==> src/rtl/ethernet_udp_receive.sv <==
// MII receiver for UDP/IPv4: strips preamble/SFD, validates Ethernet/IPv4/UDP headers,
// streams the UDP payload and reports a per-frame verdict including the FCS check.
module ethernet_udp_receive #(
    parameter int unsigned MAX_DATA_BYTES   = 480,
    parameter bit          ACCEPT_BROADCAST = 1'b1
) (
    input  logic        clk,
    input  logic        reset,
    input  logic        rx_dv,
    input  logic        rx_er,
    input  logic [3:0]  rx_d,
    input  logic [47:0] local_mac,
    input  logic [31:0] local_ip,
    input  logic [15:0] local_port,
    output logic        out_valid,
    output logic [7:0]  out_data,
    output logic        out_first,
    output logic        out_last,
    output logic        frame_done,
    output logic        frame_ok,
    output logic [47:0] src_mac,
    output logic [31:0] src_ip,
    output logic [15:0] src_port
);

    typedef enum logic [2:0] {
        WAIT_IDLE, IDLE, PREAMBLE, HEADER, PAYLOAD, TRAILER, DROP
    } state_t;

    state_t r_state, w_next;

    logic        r_phase;
    logic [3:0]  r_lo;
    logic [10:0] r_cnt;
    logic [31:0] r_crc;
    logic        r_uc_ok, r_bc_ok;
    logic [47:0] r_smac;
    logic [31:0] r_sip;
    logic [15:0] r_sport;
    logic [15:0] r_len;
    logic [15:0] r_n;
    logic [15:0] r_pay_idx;
    logic        r_hdr_done, r_emitted, r_err;

    logic [7:0]  w_byte, w_ref;
    logic        w_in_frame, w_byte_done, w_sfd, w_frame_end;
    logic        w_is_mac, w_is_fix, w_uc_next, w_bc_next, w_hdr_fail;
    logic [15:0] w_len;
    logic [31:0] w_crc_next;
    logic        w_pay_last, w_ok;

    function automatic logic [31:0] f_crc8(input logic [31:0] c, input logic [7:0] d);
        logic [31:0] v;
        v = c ^ {24'd0, d};
        for (int unsigned i = 0; i < 8; i++)
            v = v[0] ? ((v >> 1) ^ 32'hEDB88320) : (v >> 1);
        return v;
    endfunction

    assign w_byte      = {rx_d, r_lo};
    assign w_in_frame  = (r_state == HEADER) || (r_state == PAYLOAD) ||
                         (r_state == TRAILER) || (r_state == DROP);
    assign w_byte_done = w_in_frame && rx_dv && r_phase;
    assign w_sfd       = (r_state == PREAMBLE) && rx_dv && (rx_d == 4'hD);
    assign w_frame_end = w_in_frame && !rx_dv;
    assign w_crc_next  = f_crc8(r_crc, w_byte);
    assign w_pay_last  = (r_pay_idx == r_n - 16'd1);
    assign w_ok        = r_hdr_done && r_emitted && !r_err && !r_phase &&
                         ({5'd0, r_cnt} >= 16'd46 + r_n) && (r_cnt >= 11'd64) &&
                         (r_crc == 32'hDEBB20E3);

    // Expected value for the header byte at the current offset
    always_comb begin
        w_ref    = '0;
        w_is_mac = 1'b0;
        w_is_fix = 1'b0;
        case (r_cnt)
            11'd0:  begin w_ref = local_mac[47:40]; w_is_mac = 1'b1; end
            11'd1:  begin w_ref = local_mac[39:32]; w_is_mac = 1'b1; end
            11'd2:  begin w_ref = local_mac[31:24]; w_is_mac = 1'b1; end
            11'd3:  begin w_ref = local_mac[23:16]; w_is_mac = 1'b1; end
            11'd4:  begin w_ref = local_mac[15:8];  w_is_mac = 1'b1; end
            11'd5:  begin w_ref = local_mac[7:0];   w_is_mac = 1'b1; end
            11'd12: begin w_ref = 8'h08;            w_is_fix = 1'b1; end
            11'd13: begin w_ref = 8'h00;            w_is_fix = 1'b1; end
            11'd14: begin w_ref = 8'h45;            w_is_fix = 1'b1; end
            11'd23: begin w_ref = 8'h11;            w_is_fix = 1'b1; end
            11'd30: begin w_ref = local_ip[31:24];  w_is_fix = 1'b1; end
            11'd31: begin w_ref = local_ip[23:16];  w_is_fix = 1'b1; end
            11'd32: begin w_ref = local_ip[15:8];   w_is_fix = 1'b1; end
            11'd33: begin w_ref = local_ip[7:0];    w_is_fix = 1'b1; end
            11'd36: begin w_ref = local_port[15:8]; w_is_fix = 1'b1; end
            11'd37: begin w_ref = local_port[7:0];  w_is_fix = 1'b1; end
            default: ;
        endcase
        // Unicast and broadcast matches are tracked separately so mixed addresses fail
        w_uc_next  = r_uc_ok && (w_byte == w_ref);
        w_bc_next  = r_bc_ok && ACCEPT_BROADCAST && (w_byte == 8'hFF);
        w_len      = {r_len[7:0], w_byte};
        w_hdr_fail = 1'b0;
        if (w_is_mac)
            w_hdr_fail = !(w_uc_next || w_bc_next);
        else if (w_is_fix)
            w_hdr_fail = (w_byte != w_ref);
        else if (r_cnt == 11'd39)
            w_hdr_fail = (w_len < 16'd8) || (w_len > 16'(MAX_DATA_BYTES + 8));
    end

    always_ff @(posedge clk or posedge reset) begin
        if (reset) r_state <= WAIT_IDLE;
        else       r_state <= w_next;
    end

    always_comb begin
        w_next = r_state;
        case (r_state)
            WAIT_IDLE: if (!rx_dv) w_next = IDLE;
            // Activity not starting with a preamble nibble is mid-frame; wait it out
            IDLE:      if (rx_dv) w_next = (rx_d == 4'h5) ? PREAMBLE : WAIT_IDLE;
            PREAMBLE: begin
                if (!rx_dv)              w_next = WAIT_IDLE;
                else if (rx_d == 4'hD)   w_next = HEADER;
                else if (rx_d != 4'h5)   w_next = WAIT_IDLE;
            end
            HEADER: begin
                if (!rx_dv)              w_next = IDLE;
                else if (rx_er)          w_next = DROP;
                else if (w_byte_done) begin
                    if (w_hdr_fail)          w_next = DROP;
                    else if (r_cnt == 11'd41) w_next = (r_len == 16'd8) ? TRAILER : PAYLOAD;
                end
            end
            PAYLOAD: begin
                if (!rx_dv)                        w_next = IDLE;
                else if (rx_er)                    w_next = DROP;
                else if (w_byte_done && w_pay_last) w_next = TRAILER;
            end
            TRAILER: begin
                if (!rx_dv)      w_next = IDLE;
                else if (rx_er)  w_next = DROP;
            end
            DROP:      if (!rx_dv) w_next = IDLE;
            default:   w_next = WAIT_IDLE;
        endcase
    end

    always_ff @(posedge clk or posedge reset) begin
        if (reset) begin
            out_valid  <= 1'b0;
            out_data   <= '0;
            out_first  <= 1'b0;
            out_last   <= 1'b0;
            frame_done <= 1'b0;
            frame_ok   <= 1'b0;
            src_mac    <= '0;
            src_ip     <= '0;
            src_port   <= '0;
            r_phase    <= 1'b0;
            r_lo       <= '0;
            r_cnt      <= '0;
            r_crc      <= '1;
            r_uc_ok    <= 1'b0;
            r_bc_ok    <= 1'b0;
            r_smac     <= '0;
            r_sip      <= '0;
            r_sport    <= '0;
            r_len      <= '0;
            r_n        <= '0;
            r_pay_idx  <= '0;
            r_hdr_done <= 1'b0;
            r_emitted  <= 1'b0;
            r_err      <= 1'b0;
        end else begin
            out_valid  <= 1'b0;
            out_first  <= 1'b0;
            out_last   <= 1'b0;
            frame_done <= 1'b0;
            frame_ok   <= 1'b0;

            if (w_sfd) begin
                r_phase    <= 1'b0;
                r_cnt      <= '0;
                r_crc      <= '1;
                r_uc_ok    <= 1'b1;
                r_bc_ok    <= 1'b1;
                r_pay_idx  <= '0;
                r_hdr_done <= 1'b0;
                r_emitted  <= 1'b0;
                r_err      <= 1'b0;
            end

            if (w_in_frame && rx_dv) begin
                r_phase <= ~r_phase;
                if (!r_phase) r_lo <= rx_d;
                if (rx_er)    r_err <= 1'b1;
            end

            if (w_byte_done) begin
                r_crc <= w_crc_next;
                if (r_cnt != 11'h7FF) r_cnt <= r_cnt + 11'd1;
            end

            if (r_state == HEADER && w_byte_done && !rx_er) begin
                if (w_is_mac) begin
                    r_uc_ok <= w_uc_next;
                    r_bc_ok <= w_bc_next;
                end
                if (r_cnt >= 11'd6 && r_cnt <= 11'd11)  r_smac  <= {r_smac[39:0], w_byte};
                if (r_cnt >= 11'd26 && r_cnt <= 11'd29) r_sip   <= {r_sip[23:0], w_byte};
                if (r_cnt == 11'd34 || r_cnt == 11'd35) r_sport <= {r_sport[7:0], w_byte};
                if (r_cnt == 11'd38 || r_cnt == 11'd39) r_len   <= w_len;
                if (r_cnt == 11'd41) begin
                    src_mac    <= r_smac;
                    src_ip     <= r_sip;
                    src_port   <= r_sport;
                    r_hdr_done <= 1'b1;
                    r_n        <= r_len - 16'd8;
                    if (r_len == 16'd8) r_emitted <= 1'b1;
                end
            end

            if (r_state == PAYLOAD && w_byte_done && !rx_er) begin
                out_valid <= 1'b1;
                out_data  <= w_byte;
                out_first <= (r_pay_idx == 16'd0);
                out_last  <= w_pay_last;
                r_pay_idx <= r_pay_idx + 16'd1;
                if (w_pay_last) r_emitted <= 1'b1;
            end

            if (w_frame_end) begin
                frame_done <= 1'b1;
                frame_ok   <= w_ok;
            end
        end
    end

endmodule

==> config.mk <==
export PLATFORM = sky130hd
export DESIGN_NAME = ethernet_udp_receive
export DESIGN_NICKNAME = d
export VERILOG_FILES = /design/src/rtl/ethernet_udp_receive.sv
export SDC_FILE = /design/constraint.sdc
export NUM_CORES = 1
export LEC_CHECK = 0
export CAP_MARGIN = 20
export CELL_PAD_IN_SITES_DETAIL_PLACEMENT = 1
export CELL_PAD_IN_SITES_GLOBAL_PLACEMENT = 2
export CORE_MARGIN = 8
export CORE_UTILIZATION = 30
export CTS_BUF_LIST = sky130_fd_sc_hd__clkbuf_4
export CTS_CLUSTER_SIZE = 25
export DETAILED_ROUTE_END_ITERATION = 12
export PLACE_DENSITY = 0.76
export SLEW_MARGIN = 30
export SYNTH_ARGS = -nofsm -noshare
export SYNTH_HDL_FRONTEND = slang
export SYNTH_SLANG_ARGS = --single-unit
export TNS_END_PERCENT = 30
==> constraint.sdc <==
create_clock -name clk -period 15.2 [get_ports clk]
set_input_delay 4.56 -clock clk [delete_from_list [all_inputs] [get_ports clk]]
set_output_delay 4.56 -clock clk [all_outputs]
set_load 0.02 [all_outputs]
== Yosys cells after proc, flatten, opt, wreduce, memory -nomap -nowiden ==
Index checks and enable logic that the tools add are counted.
Word-level totals
  word-level logic and storage cells: 203
  output and inout bits: 109
  register bits after elaboration: 309
  bits of input ports: 104
Operators by class
  equal/unequal tests: 43
  order comparisons: 8
  bitwise operators: 10
  reductions and logical operators: 48
  muxes and demuxes: 64
  $add $sub $neg: 5
Operator list (number)
  $mux 32: 10
  $pmux 8 s15: 1
  $not 13->14: 8
  $eq 11x6->1 const B: 9
  $mux 3: 15
  $eq 11x4->1 const B: 3
  $eq 11x5->1 const B: 3
  $mux 11: 3
  $eq 32x32->1 const B: 1
  $mux 16: 2
  $xor 32x8->32: 1
  $mux 1: 31
  $eq 11x2->1 const B: 2
  $eq 11x3->1 const B: 2
  $logic_and 1x1->1: 20
  $pmux 3 s6: 1
  $add 16x1->16 const B: 1
  $add 6x16->16 const A: 1
  $eq 16x16->1: 1
  $eq 16x4->1 const B: 1
  $ge 11x16->1: 1
  $gt 16x9->1 const B: 1
  $logic_not 16->1: 1
  $lt 16x4->1 const B: 1
  other kinds (36): 58

== Depth between registers and ports, before layout ==
Gate-level depths: netlist of the first run.
  depth in word-level cells: 18
  gate-level depth with buffers: 14
  gate-level depth less buffers: 12

== Worst setup path before layout of the first run ==
Ideal clock, no wire load.
  path kind: in2reg
  start point: input port rx_dv
  end point: register r_smac[0]
  required time: 15.075 ns
  path buffers: 3
  setup slack: 8.645 ns
  setup time: 0.125 ns
  data arrival time: 6.430 ns
  stages: 8
  cell sequence: nor2b_2 > nand2_2 > or3_1 > buf_2 > or4b_4 > buf_6 > buf_6 > mux2_4
Between the ends
  cells in the longest elaborated chain, start to end: 5
RTL lines
  from (decl): RTL line 9  | input logic rx_dv,
  $logic_and 1x1->1 (2 in a row): RTL line 63  | assign w_byte_done = w_in_frame && rx_dv && r_phase;
  $logic_and 1x1->1 (2 in a row): RTL line 203  | if (r_state == HEADER && w_byte_done && !rx_er) begin
  $reduce_and 2->1 (no source line)
  to (signal assigned): RTL line 208  | if (r_cnt >= 11'd6 && r_cnt <= 11'd11) r_smac <= {r_smac[39:0], w_byte};
  to (decl): RTL line 37  | logic [47:0] r_smac;
Every way passes these cells.
A chain may end at the register's enable or synchronous reset.

== Worst setup path after layout of the first run ==
  start point: input port rx_dv
  end point: register r_pay_idx[15]
Between the ends
  cells in the longest elaborated chain, start to end: 5
  elaborated cells between the ends (all ways): 8
  those cells by class: mux: 1; reduce/logical: 7
RTL lines
  $logic_and 1x1->1 (2 in a row): RTL line 63
  $logic_and 1x1->1 (2 in a row): RTL line 222  | if (r_state == PAYLOAD && w_byte_done && !rx_er) begin
  $mux 16 or $reduce_bool 2->1 (tied branches)
  to (signal assigned): RTL line 227  | r_pay_idx <= r_pay_idx + 16'd1;
  to (decl): RTL line 42  | logic [15:0] r_pay_idx;
Parallel ways exist; a longest one is shown, timed or not.

==> results.md, run 1 <==
Critical path:
- STA classifies the critical path startpoint as an input pin.
- The type of the setup path with the least slack is in2reg.
- For the worst setup path, the data arrival time is 7.87 ns.
- Across all register-to-register paths, the minimum setup slack is 11.45 ns.
- Traced cell by cell, the critical path runs through clkdlybuf4s50_1 -> nor2b_2 -> nand2_2 -> or4_1 -> buf_4 -> inv_1 -> and2_1 -> nand3_1 -> o211ai_1 -> o31ai_1.
- The cell at the slowest stage of the critical path is clkdlybuf4s50_1.
- The gate family responsible for the most delay along the worst path is buffers and inverters.
- The endpoint identified for the worst register-to-register timing path is r_state[1]$_DFFE_PP0P_.
- The number of cells on the worst reg-to-reg path is 11.
- The kind of capture point of the worst setup path is a register.
- At the worst endpoint, the required time is 15.85 ns.
- On the worst path, the slowest cell contributes a delay of 0.73 ns.
- In this run the critical register-to-register path is launched from r_cnt[1]$_DFF_PP0_.
- The number of buffer and inverter stages on the critical path is 3.
- Of all nets on the critical path, the largest fanout is 23.

Clocking:
- The clock root buffer master is clkbuf_4.
- Buffers added to address setup during post-CTS repair amount to 0.
- The clock network latency to the later pin of the worst-skew pair is 0.78 ns.
- The total clock buffers created by CTS is 89.
- TritonCTS built the clock tree.
- The number of buffers inserted by hold repair at cts is 0.
- The number of gates resized after CTS was 0.
- The maximum buffer depth of the clock tree is 3.
- The number of sinks handled by clock tree synthesis is 309.
- The clock-pin slew on the worst setup and hold paths is 0.06 ns.
- The clock tree synthesis step divided the H-tree into 3 levels.

Placed design:
- The number of buffers inserted by port buffering is 212.
- The HPWL after detailed placement is 32700 um.
- Once placement finished, the instance area stood at 18200 um2.
- The post-placement cell count is 2183.
- Routability-driven placement finished with a final weighted congestion of 0.789.

Timing:
- The share of the clock period used by the worst path is 47.5%.
- Based on the critical path, the design can be clocked at up to 139 MHz.
- The actual slew at the worst max-slew pin is 0.958 ns.
- The clock skew is 0.0402 ns.
- Headroom to the max-slew limit came out at 35.6%.
- Counting I/O delays and the setup requirement, the final critical path takes 7.21 ns.
- The number of max-slew violations in the final report came to 0.
- Setup repair after global routing left no endpoint under its margin.
- The total negative slack is 0 ns.
- The count of final hold-check violations is 0.
- The number of endpoints failing setup at the final stage is 0.

Final layout:
- The synthesis-to-finish area growth is 24.8%.
- The finished cells cover 19400 um2.
- Once layout is complete, the cells apart from fillers number 2341.
- The final cell utilization of the core is 37.8%.
- The final net count is 1720.
- The post-route netlist has 26.3% of its cells at a drive strength greater than 1.

Power:
- The internal power of the cells totals 1.68 mW.
- Of the total power, the share spent switching nets is 35.0%.
- The switching power total is 0.904 mW.
- In this run, flip-flops and latches consume 38.6% of the power.
- The power density normalized to cell area is 133 nW/um2.
- VDD sags by at most 0.0943 mV.
- Of the total power, the clock network draws 29.9%.
- In this run, the combinational gates consume 31.6% of the power.
- The analysis attributes to cell leakage a power of 8.77 nW.

Drt:
- Detailed routing inserted a total of 11900 vias.
- In the routed design, unresolved DRC markers number 0.
- The pre-antenna-repair detailed-routing pass consisted of 5 iterations.
- After detailed routing, the average wire length per cell comes to 20.2 um.
- The average vias per placed instance is 5.07.
- In this run, the number of DRC markers left after iteration 0 of detailed routing was 624.
- The total length of routed wires is 47200 um.
- The remaining antenna violation count after routing is 0.

GRT:
- The aggregate global routing overflow is 0.
- The initial antenna violation count is 2.
- The global-route wire length before repair is 74700 um.
- Global routing consumed, over all layers together, 15.7% of the routing resources.
- The number of global-route vias before repair came to 12800.
- The pin count of the biggest net entering global routing is 120.

Yosys:
- Synthesis inferred 309 register bits.
- Of the total synthesized cell area, the portion taken by XOR and XNOR cells is 6.26%.
- The number of warning messages in the yosys log is 0.
- The biggest area contributor in the post-synthesis netlist is dfrtp_1.
- After synthesis, the cell types taking the most area are dfrtp_1 (45%), mux2_2 (14%), dfstp_2 (5.4%), xnor2_1 (4.1%), xor2_1 (2.2%).
- Synthesis instantiated 84 different standard cells from the library.
- Each instance of the synthesized netlist takes up on average 11.4 um2.
- The post-synthesis adder-cell area fraction is 1.77%.
- The number of instances in the synthesized netlist is 1364.
- Summing the sequential cell areas from Yosys gives 50.1% of the chip area.
- The post-synthesis cell area is 15500 um2.
- The multiplexer share of the synthesized area is 16.5%.
- The largest family of logic cells by synthesized area is multiplexers.
- The share of the synthesized area in compound gates (AO/OA/AOI/OAI) is 10.3%.
- The number of synthesized flops with an enable pin is 0.
- Sorting the synthesized cells by how often they occur yields dfrtp_1 (277), mux2_2 (193), nand2_1 (77).
- The predominant post-synthesis flop cell is dfrtp_1.
- By instance count, the leading cell after synthesis is dfrtp_1.
- The area share of and/or/nand/nor cells after synthesis is 11.9%.
- The async set-reset flop share out of synthesis is 100%.
- The post-synth net total is 1490.
- The area share of the largest cell type after synthesis is 44.7%.

Floorplan:
- The overall die area is 59300 um2.
- The region available for standard cell placement spans 51200 um2.
- Once the floorplan was initialized, standard cells occupied 30.3% of the core.
- In this run the count of I/O pins placed on the die edge is 213.
- The chip width is 243 um.
- The floorplan has 83 rows.
- In this run the vertical extent of the chip is 243 um.

Worst hold path:
- The worst min-delay path class is reg2reg.
- The worst hold path begins at out_data[2]$_DFFE_PP0P_.
- The worst hold path terminates at out_data[2]$_DFFE_PP0P_.
- Counting instances, the worst hold path has a depth of 2.

Status:
- The run finished with clean final reports.

Flow run:
- Max-cap violations in this run came to 0.
cell usage in the layout (no fill, tap or decap), types with 7 or more instances in the layout:
cell | netlist | layout
dfrtp_1 | 277 | 277
clkdlybuf4s50_1 | 0 | 212
mux2_2 | 193 | 193
clkbuf_4 | 0 | 137
nand2_1 | 77 | 77
xnor2_1 | 72 | 72
a21oi_1 | 61 | 61
nor2_1 | 59 | 58
o21ai_0 | 56 | 56
nor3_1 | 55 | 55
xor2_1 | 39 | 39
dfstp_2 | 32 | 32
nand3_1 | 30 | 30
a22oi_1 | 27 | 27
ha_1 | 22 | 22
mux2_4 | 20 | 20
inv_1 | 19 | 18
buf_4 | 9 | 18
nand4_1 | 14 | 14
nor4_1 | 15 | 13
and3_1 | 13 | 13
o31ai_1 | 13 | 13
nor2b_1 | 12 | 12
clkinv_1 | 0 | 12
nand2b_1 | 11 | 11
a21o_1 | 9 | 9
a32oi_1 | 8 | 8
or4_1 | 7 | 7
a211oi_1 | 7 | 7
o22ai_1 | 7 | 7
power groups by stage:
stage	combinational, mW	sequential (mW)	clock (mW)
after floorplan	0.642	0.956	0
after global routing	0.889	1.00	0.852
after global placement	0.806	1.01	0
after detailed placement	0.816	1.01	0
final	0.816	0.997	0.772
after CTS	0.823	0.998	0.808
worst reg2reg max path: cells and delay by family (launching register included):
| kind | cells | cell delay, ns |
|---|---|---|
| xor gates and xnor gates | 1 | 0.21 |
| DFF | 1 | 0.57 |
| AOI/OAI and AO/OA | 4 | 0.78 |
| adders and majority gates | 1 | 0.76 |
| muxes | 1 | 0.33 |
| and+or+nand+nor | 4 | 1.04 |
sequential cells by signal, indices dropped and copies added (netlist names), 3 cells and up:
name,count
r_n,16
r_cnt,11
r_state,3
r_sip,32
r_lo,4
src_mac,48
r_crc,32
out_data,8
src_port,16
r_smac,48
src_ip,32
r_sport,16
r_pay_idx,16
r_len,16
final cells by class:
| type | count | area (um2) |
|---|---|---|
| Clock inverter | 19 | 93.8 |
| Sequential cell | 309 | 7770 |
| Tap cell | 680 | 851 |
| Fill cell | 5621 | 31800 |
| Antenna cell | 2 | 5.00 |
| Clock buffer | 137 | 1030 |
| Multi-Input combinational cell | 943 | 7270 |
| Timing Repair Buffer | 232 | 2280 |
| Inverter | 19 | 78.8 |
logic make-up after synthesis:
| family | count (synthesis) |
|---|---|
| AOI/OAI and AO/OA | 243 |
| xor gates and xnor gates | 111 |
| adders and majority gates | 22 |
| buffers and inverters | 112 |
| DFF | 309 |
| muxes | 221 |
| and+or+nand+nor | 346 |
worst max-delay path by stage:
| stage | startpoint | end | slack (ns) | cells after the start |
|---|---|---|---|---|
| after floorplan | reset | frame_done$_DFF_PP0_ | 2.15 | 1 |
| after global placement | rx_dv | r_cnt[2]$_DFF_PP0_ | 7.23 | 7 |
| after detailed placement | rx_dv | r_pay_idx[15]$_DFFE_PP0P_ | 7.19 | 10 |
| after CTS | rx_dv | r_pay_idx[15]$_DFFE_PP0P_ | 8.05 | 10 |
| after global routing | rx_dv | r_pay_idx[15]$_DFFE_PP0P_ | 7.81 | 10 |
| final | rx_dv | r_pay_idx[15]$_DFFE_PP0P_ | 7.99 | 10 |
through the flow:
step	hold slack (ns)	setup slack (ns)	power (mW)
after floorplan	0.450	2.15	1.60
after global placement	0.465	7.23	1.82
after detailed placement	0.468	7.19	1.83
after CTS	0.484	8.05	2.63
after global routing	0.517	7.81	2.75
final	0.480	7.99	2.59
routing by layer:
metal  vias to the layer above  track usage, %  routed length, um  share of wire [%]
met5                         -               0                  0                  0
met4                         0            5.11               1100                2.3
met3                        88            3.79               2280                4.8
met2                       278            25.7              22700                 48
met1                      6056            20.2              21200                 45
li1                       5453               -                  -                  -
(Power assumes the default switching activity.)
==> inputs of run 2 (changes only) <==
clock period = 7.6 ns   (was 15.2 ns; I/O delays follow)
==> results.md, run 2 (synthesized netlist as in run 1, its figures left out) <==
GRT:
- The combined global-route utilization of all metal layers is 15.6%.
- The initial antenna violation count is 2.
- The pin count of the biggest net entering global routing is 109.
- The aggregate global routing overflow is 0.
- The global-route wire length before repair is 74400 um.
- The number of global-route vias before repair is 12700.

Critical path:
- The depth of the worst register-to-register path is 6.
- The type of the setup path with the least slack is in2reg.
- The largest fanout on the critical path is 31.
- Walking the worst path, the cells encountered are clkdlybuf4s50_1 -> nor2b_2 -> nand2_2 -> or3_1 -> nor2_4 -> buf_4 -> mux2_2.
- STA puts the critical path data arrival time at 5.54 ns.
- Data on the critical path is required at its endpoint by 8.24 ns.
- The cell at the slowest stage of the critical path is clkdlybuf4s50_1.
- The kind of capture point of the worst setup path is a register.
- The sort of element at the start of the critical path is an input pin.
- In this design, the stage delay of the slowest critical-path cell is 0.73 ns.
- Counting both buffers and inverters, the worst setup path holds a total of 2.
- The gate family responsible for the most delay along the worst path is simple AND/OR/NAND/NOR gates.
- The worst register-to-register path ends at src_mac[41]$_DFFE_PP0P_.
- Setup slack on the worst reg-to-reg path comes out at 3.77 ns.
- The launch instance of the worst register-to-register path is r_cnt[6]$_DFF_PP0_.

Floorplan:
- During I/O placement, the number of pins put on the boundary was 213.
- The floorplan step set the die width to 243 um.
- The die span in y is 243 um.
- The floorplan step defined a die boundary enclosing 59300 um2.
- The effective utilization at floorplan is 30.3%.
- The number of placement rows is 83.
- The area of the placeable core is 51200 um2.

Timing:
- The count of final hold-check violations came to 0.
- The clock skew is 0.0523 ns.
- Setup violations remaining at the end of the flow were counted as 0.
- The highest achievable clock rate is 204 MHz.
- The number of max-slew violations in the final report was 0.
- After routing, the total negative slack on setup checks comes to 0 ns.
- Setup repair after global routing left no endpoint under its margin.
- Subtracting the final worst setup slack from the clock period gives 4.90 ns.
- The tightest slew margin relative to the limit is 41.9%.
- At the pin with the least slew margin, the transition time is 0.872 ns.
- The share of the clock period used by the worst path is 64.5%.

Final layout:
- The most common library cell in the layout ignoring fill and taps is dfrtp_1.
- The area growth from synthesis to layout is 24.3%.
- In the layout the commonest cells are dfrtp_1 (277), clkdlybuf4s50_1 (212), mux2_2 (193), clkbuf_4 (115), nand2_1 (77).
- The final net count is 1717.
- The layout cell share with drive strength beyond 1 is 25.4%.
- In the final layout, the registers with the most flip-flops are r_smac x48, src_mac x48.

Worst hold path:
- The startpoint identified for the worst hold timing path is r_smac[47]$_DFFE_PP0P_.
- In this run the worst hold path is classified as reg2reg.
- The instance count along the most critical hold path is 1.
- The worst hold endpoint is src_mac[47]$_DFFE_PP0P_.

Power:
- The switching power total is 1.77 mW.
- The internal portion of the total power is 3.27 mW.
- The net switching fraction of the power is 35.1%.
- The power density normalized to cell area is 261 nW/um2.
- The fraction of power consumed by the clock network is 28.1%.
- The total leakage power is 8.69 nW.
- Power comes to 5.04 mW.
- In this run, flip-flops and latches consume 39.5% of the power.
- Per report_power, the combinational group accounts for 32.4% of the total.
- Across the VDD grid, the largest voltage drop is 0.218 mV.

Drt:
- Once detail routing completed, the nets flagged for antenna violations numbered 0.
- The routed layout has 11700 vias.
- The routed design has 46300 um of wire.
- The number of DRC markers in iteration 0 is 618.
- For this run, the detailed router's first-pass iteration total came to 4.
- The average vias per placed instance is 5.05.
- The DRC violation count after routing is 0.
- In the final routed layout, each cell accounts on average for 19.9 um.

Flow run:
- Max-cap violations in this run came to 0.

Clocking:
- The number of buffers inserted by hold repair at cts is 0.
- The maximum buffer depth of the clock tree is 3.
- The clock root buffer master is clkbuf_4.
- In this run the number of H-tree levels came out at 3.
- Buffers added to address setup during post-CTS repair amount to 0.
- The number of sinks handled by clock tree synthesis is 309.
- TritonCTS built the clock tree.
- Once the clock tree was built, the resizer swapped 0 gates to a different size.
- Clock tree synthesis inserted a total of 84 buffers.
- After clock tree synthesis, the clock-pin slew on the worst setup and hold paths is 0.06 ns.
- At the later pin of the worst-skew pair, clock insertion delay measures 0.79 ns.

Placed design:
- The congestion estimate from routability-driven global placement came to 0.765.
- Detailed placement ended at an HPWL of 32600 um.
- In this run the tool buffered the top-level ports with 212 buffer cells.

Status:
- The run finished with clean final reports.
run 2: metrics by stage:
step | utilization (%) | setup slack [ns] | hold WS (ns) | instance area [um2] | cells
final | 37.7 | 2.70 | 0.484 | 19300 | 2323
after global routing | 37.7 | 2.49 | 0.494 | 19300 | 2323
after CTS | 37.6 | 2.75 | 0.462 | 19300 | 2319
after detailed placement | 35.7 | 1.92 | 0.473 | 18300 | 2184
after global placement | 35.7 | 1.98 | 0.462 | 18300 | 2183
after floorplan | - | 1.23 | 0.450 | 15500 | 1364
run 2: worst max-delay path by stage:
| stage | cells after the start | startpoint | slack, ns | endpoint |
|---|---|---|---|---|
| 2_1_floorplan | 1 | reset | 1.23 | frame_done$_DFF_PP0_ |
| 3_3_place_gp | 7 | rx_dv | 1.98 | src_ip[29]$_DFFE_PP0P_ |
| 3_5_place_dp | 7 | rx_dv | 1.92 | src_ip[20]$_DFFE_PP0P_ |
| 4_1_cts | 7 | rx_dv | 2.75 | src_port[9]$_DFFE_PP0P_ |
| 5_1_grt | 9 | rx_dv | 2.49 | r_pay_idx[5]$_DFFE_PP0P_ |
| 6_report | 7 | rx_dv | 2.70 | src_mac[41]$_DFFE_PP0P_ |
run 2: power by group through the flow:
stage,sequential [mW],clock [mW],combinational (mW)
floorplan,1.91,0,1.28
global placement,2.01,0,1.60
detailed placement,2.02,0,1.63
CTS,1.99,1.49,1.64
global route,2.01,1.57,1.80
finish,1.99,1.42,1.63
run 2: layer usage:
metal	vias up	part of all wire, %	GRT usage, %
li1	5460	-	-
met1	6012	45	20.5
met2	213	49	25.6
met3	52	4.2	3.33
met4	0	1.7	4.51
met5	-	0	0
run 2: final cells by class:
class                   count  area, um2
clock buffers             115        863
flip-flops and latches    309       7770
fillers                  5622      31900
repair buffers            234       2340
well taps                 680        851
multi-input cells         943       7270
diodes                      3       7.51
inverters                  19       75.1
clock inverters            20        116
==> inputs of run 3 (changes only) <==
PLACE_DENSITY = 0.79   (was 0.76)
clock period = 4.5 ns   (was 7.6 ns; I/O delays follow)
==> results.md, run 3 (synthesized netlist as in run 1, its figures left out) <==
GRT:
- The pin count of the biggest net entering global routing is 85.
- The combined global-route utilization of all metal layers is 15.8%.
- The initial antenna violation count came to 5.
- The global-route wire length before repair is 75400 um.
- After global routing the overflow that remains totals 0.
- The number of global-route vias before repair is 13000.

Floorplan:
- The area of the placeable core is 51200 um2.
- Row generation in the floorplan step produced 83 rows.
- The die span in y is 243 um.
- Once the floorplan was initialized, standard cells occupied 30.3% of the core.
- The chip width is 243 um.
- The overall die area is 59300 um2.
- Pin placement for this block handled 213 I/O pins.

Timing:
- The number of max-slew violations in the final report is 0.
- The clock arrives with 0.0311 ns of skew.
- The number of endpoints failing setup at the final stage is 0.
- The tightest slew margin relative to the limit is 40.4%.
- The share of the clock period used by the worst path is 81.5%.
- The total negative slack is 0 ns.
- At the pin with the least slew margin, the transition time is 0.888 ns.
- The count of final hold-check violations is 0.
- Based on the critical path, the design can be clocked at up to 273 MHz.
- The final critical delay including setup and external delays is 3.67 ns.
- Setup repair after global routing left no endpoint under its margin.

Placed design:
- Once detailed placement completed, the half-perimeter wirelength came to 33600 um.
- Including well taps, the total number of placed cells is 2208.
- The congestion estimate from routability-driven global placement came to 0.810.
- The number of buffers inserted by port buffering is 212.

Drt:
- The overall via count from detail_route is 12000.
- Before antenna repair, the detailed router went through 7 iterations.
- In the routed design, unresolved DRC markers number 0.
- The routed wire length per instance is 20.0 um.
- In this run, the number of DRC markers left after iteration 0 of detailed routing was 582.
- The average vias per placed instance is 5.08.
- For this block, the routed nets add up to 47200 um of wire.
- The remaining antenna violation count after routing is 0.

Power:
- For this design the static power due to leakage is 8.84 nW.
- In this run the power spent charging and discharging nets is 3.03 mW.
- The power consumption is 8.65 mW.
- The internal cell power is 5.62 mW.
- Dividing total power by cell area gives a power density of 443 nW/um2.
- The fraction of power consumed by the clock network is 28.5%.
- The power share of the sequential group is 38.8%.
- The maximum vdd ir drop is 0.479 mV.
- Net switching is 35.0% of the power.
- Combinational cells account for 32.7% of the total power.

Clocking:
- For this design, the sink count on the clock tree is 309.
- The post-CTS setup repair buffer count is 0.
- TritonCTS built the clock tree.
- The clock-pin slew on the worst setup and hold paths is 0.06 ns.
- The clock root buffer master is clkbuf_4.
- The maximum buffer depth of the clock tree is 3.
- Buffers inserted during clock tree synthesis total 84.
- Gates resized during post-CTS repair numbered 0.
- The clock network latency to the later pin of the worst-skew pair is 0.78 ns.
- The number of hold buffers added after CTS was 0.
- The maximum level of the CTS H-tree is 3.

Final layout:
- Fill cells in the final layout number 5644.
- The finished layout holds 2358 standard cells, fillers aside.
- Of the cells placed in the final design, the portion with a size suffix greater than 1 is 26.3%.
- The final layout contains 1740 nets.
- In the final layout, the registers with the most flip-flops are r_smac x48, src_mac x48.
- The top cell types in the final layout, fill and taps aside, are dfrtp_1 (277), clkdlybuf4s50_1 (212), mux2_2 (193), clkbuf_4 (119), nand2_1 (77).
- The synthesis-to-finish area growth is 25.9%.
- The most common library cell in the layout ignoring fill and taps is dfrtp_1.

Worst hold path:
- The instance count along the most critical hold path is 2.
- The worst hold endpoint is out_data[4]$_DFFE_PP0P_.
- The tightest min-delay check is of the reg2reg type.
- The worst hold path begins at out_data[4]$_DFFE_PP0P_.

Critical path:
- The launch instance of the worst register-to-register path is r_cnt[1]$_DFF_PP0_.
- The type of the setup path with the least slack is reg2reg.
- The largest single stage delay on the critical path is 0.57 ns.
- Walking the worst path, the cells encountered are inv_1 -> ha_1 -> buf_4 -> a22oi_1 -> o22ai_1 -> a211o_1 -> a22oi_1 -> xor2_1 -> nand3_1 -> nor4_2 -> o221ai_2 -> mux2_2 -> o211ai_2.
- The gate family responsible for the most delay along the worst path is compound AO/OA/AOI/OAI gates.
- The worst setup path is launched from a register.
- The endpoint identified for the worst register-to-register timing path is r_state[1]$_DFFE_PP0P_.
- The reg-to-reg setup timing slack is 0.83 ns.
- The cell at the slowest stage of the critical path is dfrtp_1.
- The cell occurring most often along the worst timing path is a22oi_1.
- The depth of the worst register-to-register path is 13.
- The critical path data required time is 5.19 ns.
- STA classifies the critical path endpoint as a register.
- The count of cell instances traversed by the critical path is 13.
- The largest fanout on the critical path is 20.
- The critical path contains buffers and inverters numbering 2 combined.
- The most critical setup path has its startpoint at r_cnt[1]$_DFF_PP0_.
- Data arrives at the worst endpoint at 4.36 ns.

Flow run:
- The max-capacitance violation count is 0.

Status:
- The run finished with clean final reports.
## run 3: power by group through the flow
stage          combinational (mW)  sequential, mW  clock, mW
2_1_floorplan                2.17            3.23          0
3_3_place_gp                 2.78            3.40          0
3_5_place_dp                 2.82            3.41          0
4_1_cts                      2.85            3.36       2.59
5_1_grt                      3.10            3.39       2.72
6_report                     2.83            3.36       2.46
## run 3: routing by layer
metal  routed length (um)  part of all wire (%)  track usage, %  vias up
li1                     -                     -               -     5500
met1                21300                    45            20.6     6088
met2                22400                    47            25.4      294
met3                 2380                   5.1            3.77       87
met4                 1120                   2.4            5.48        0
met5                    0                     0               0        -
## run 3: layout make-up
type | instances | area, um2 | share of cell area, %
clock buffer | 119 | 893 | 4.57
antenna | 5 | 12.5 | 0.0640
multi-input combinational | 943 | 7250 | 37.1
tap | 680 | 851 | 4.35
clock inverter | 26 | 139 | 0.711
sequential | 309 | 7770 | 39.8
inverter | 19 | 75.1 | 0.384
timing repair buffer | 257 | 2550 | 13.0
## run 3: stage by stage
step                      area [um2]  utilization [%]  setup slack [ns]  hold slack, ns
final                          19500             38.2             0.834           0.476
after global routing           19500             38.2             0.601           0.505
after CTS                      19500             38.2             0.836           0.480
after detailed placement       18500             36.1             0.441           0.470
after global placement         18500             36.1             0.460           0.458
after floorplan                15500                -            -0.937           0.450
## run 3: worst min-delay path, cell delays in order (launching register included)
cell and delay (ns):
dfrtp_1 0.34, nand2_1 0.05, nand2_1 0.06
## run 3: worst max-delay path by stage
stage	slack [ns]	to
floorplan	-0.94	frame_done$_DFF_PP0_
global placement	0.46	r_crc[19]$_DFFE_PP1P_
detailed placement	0.44	r_crc[19]$_DFFE_PP1P_
CTS	0.84	r_state[1]$_DFFE_PP0P_
global route	0.60	r_state[1]$_DFFE_PP0P_
finish	0.83	r_state[1]$_DFFE_PP0P_
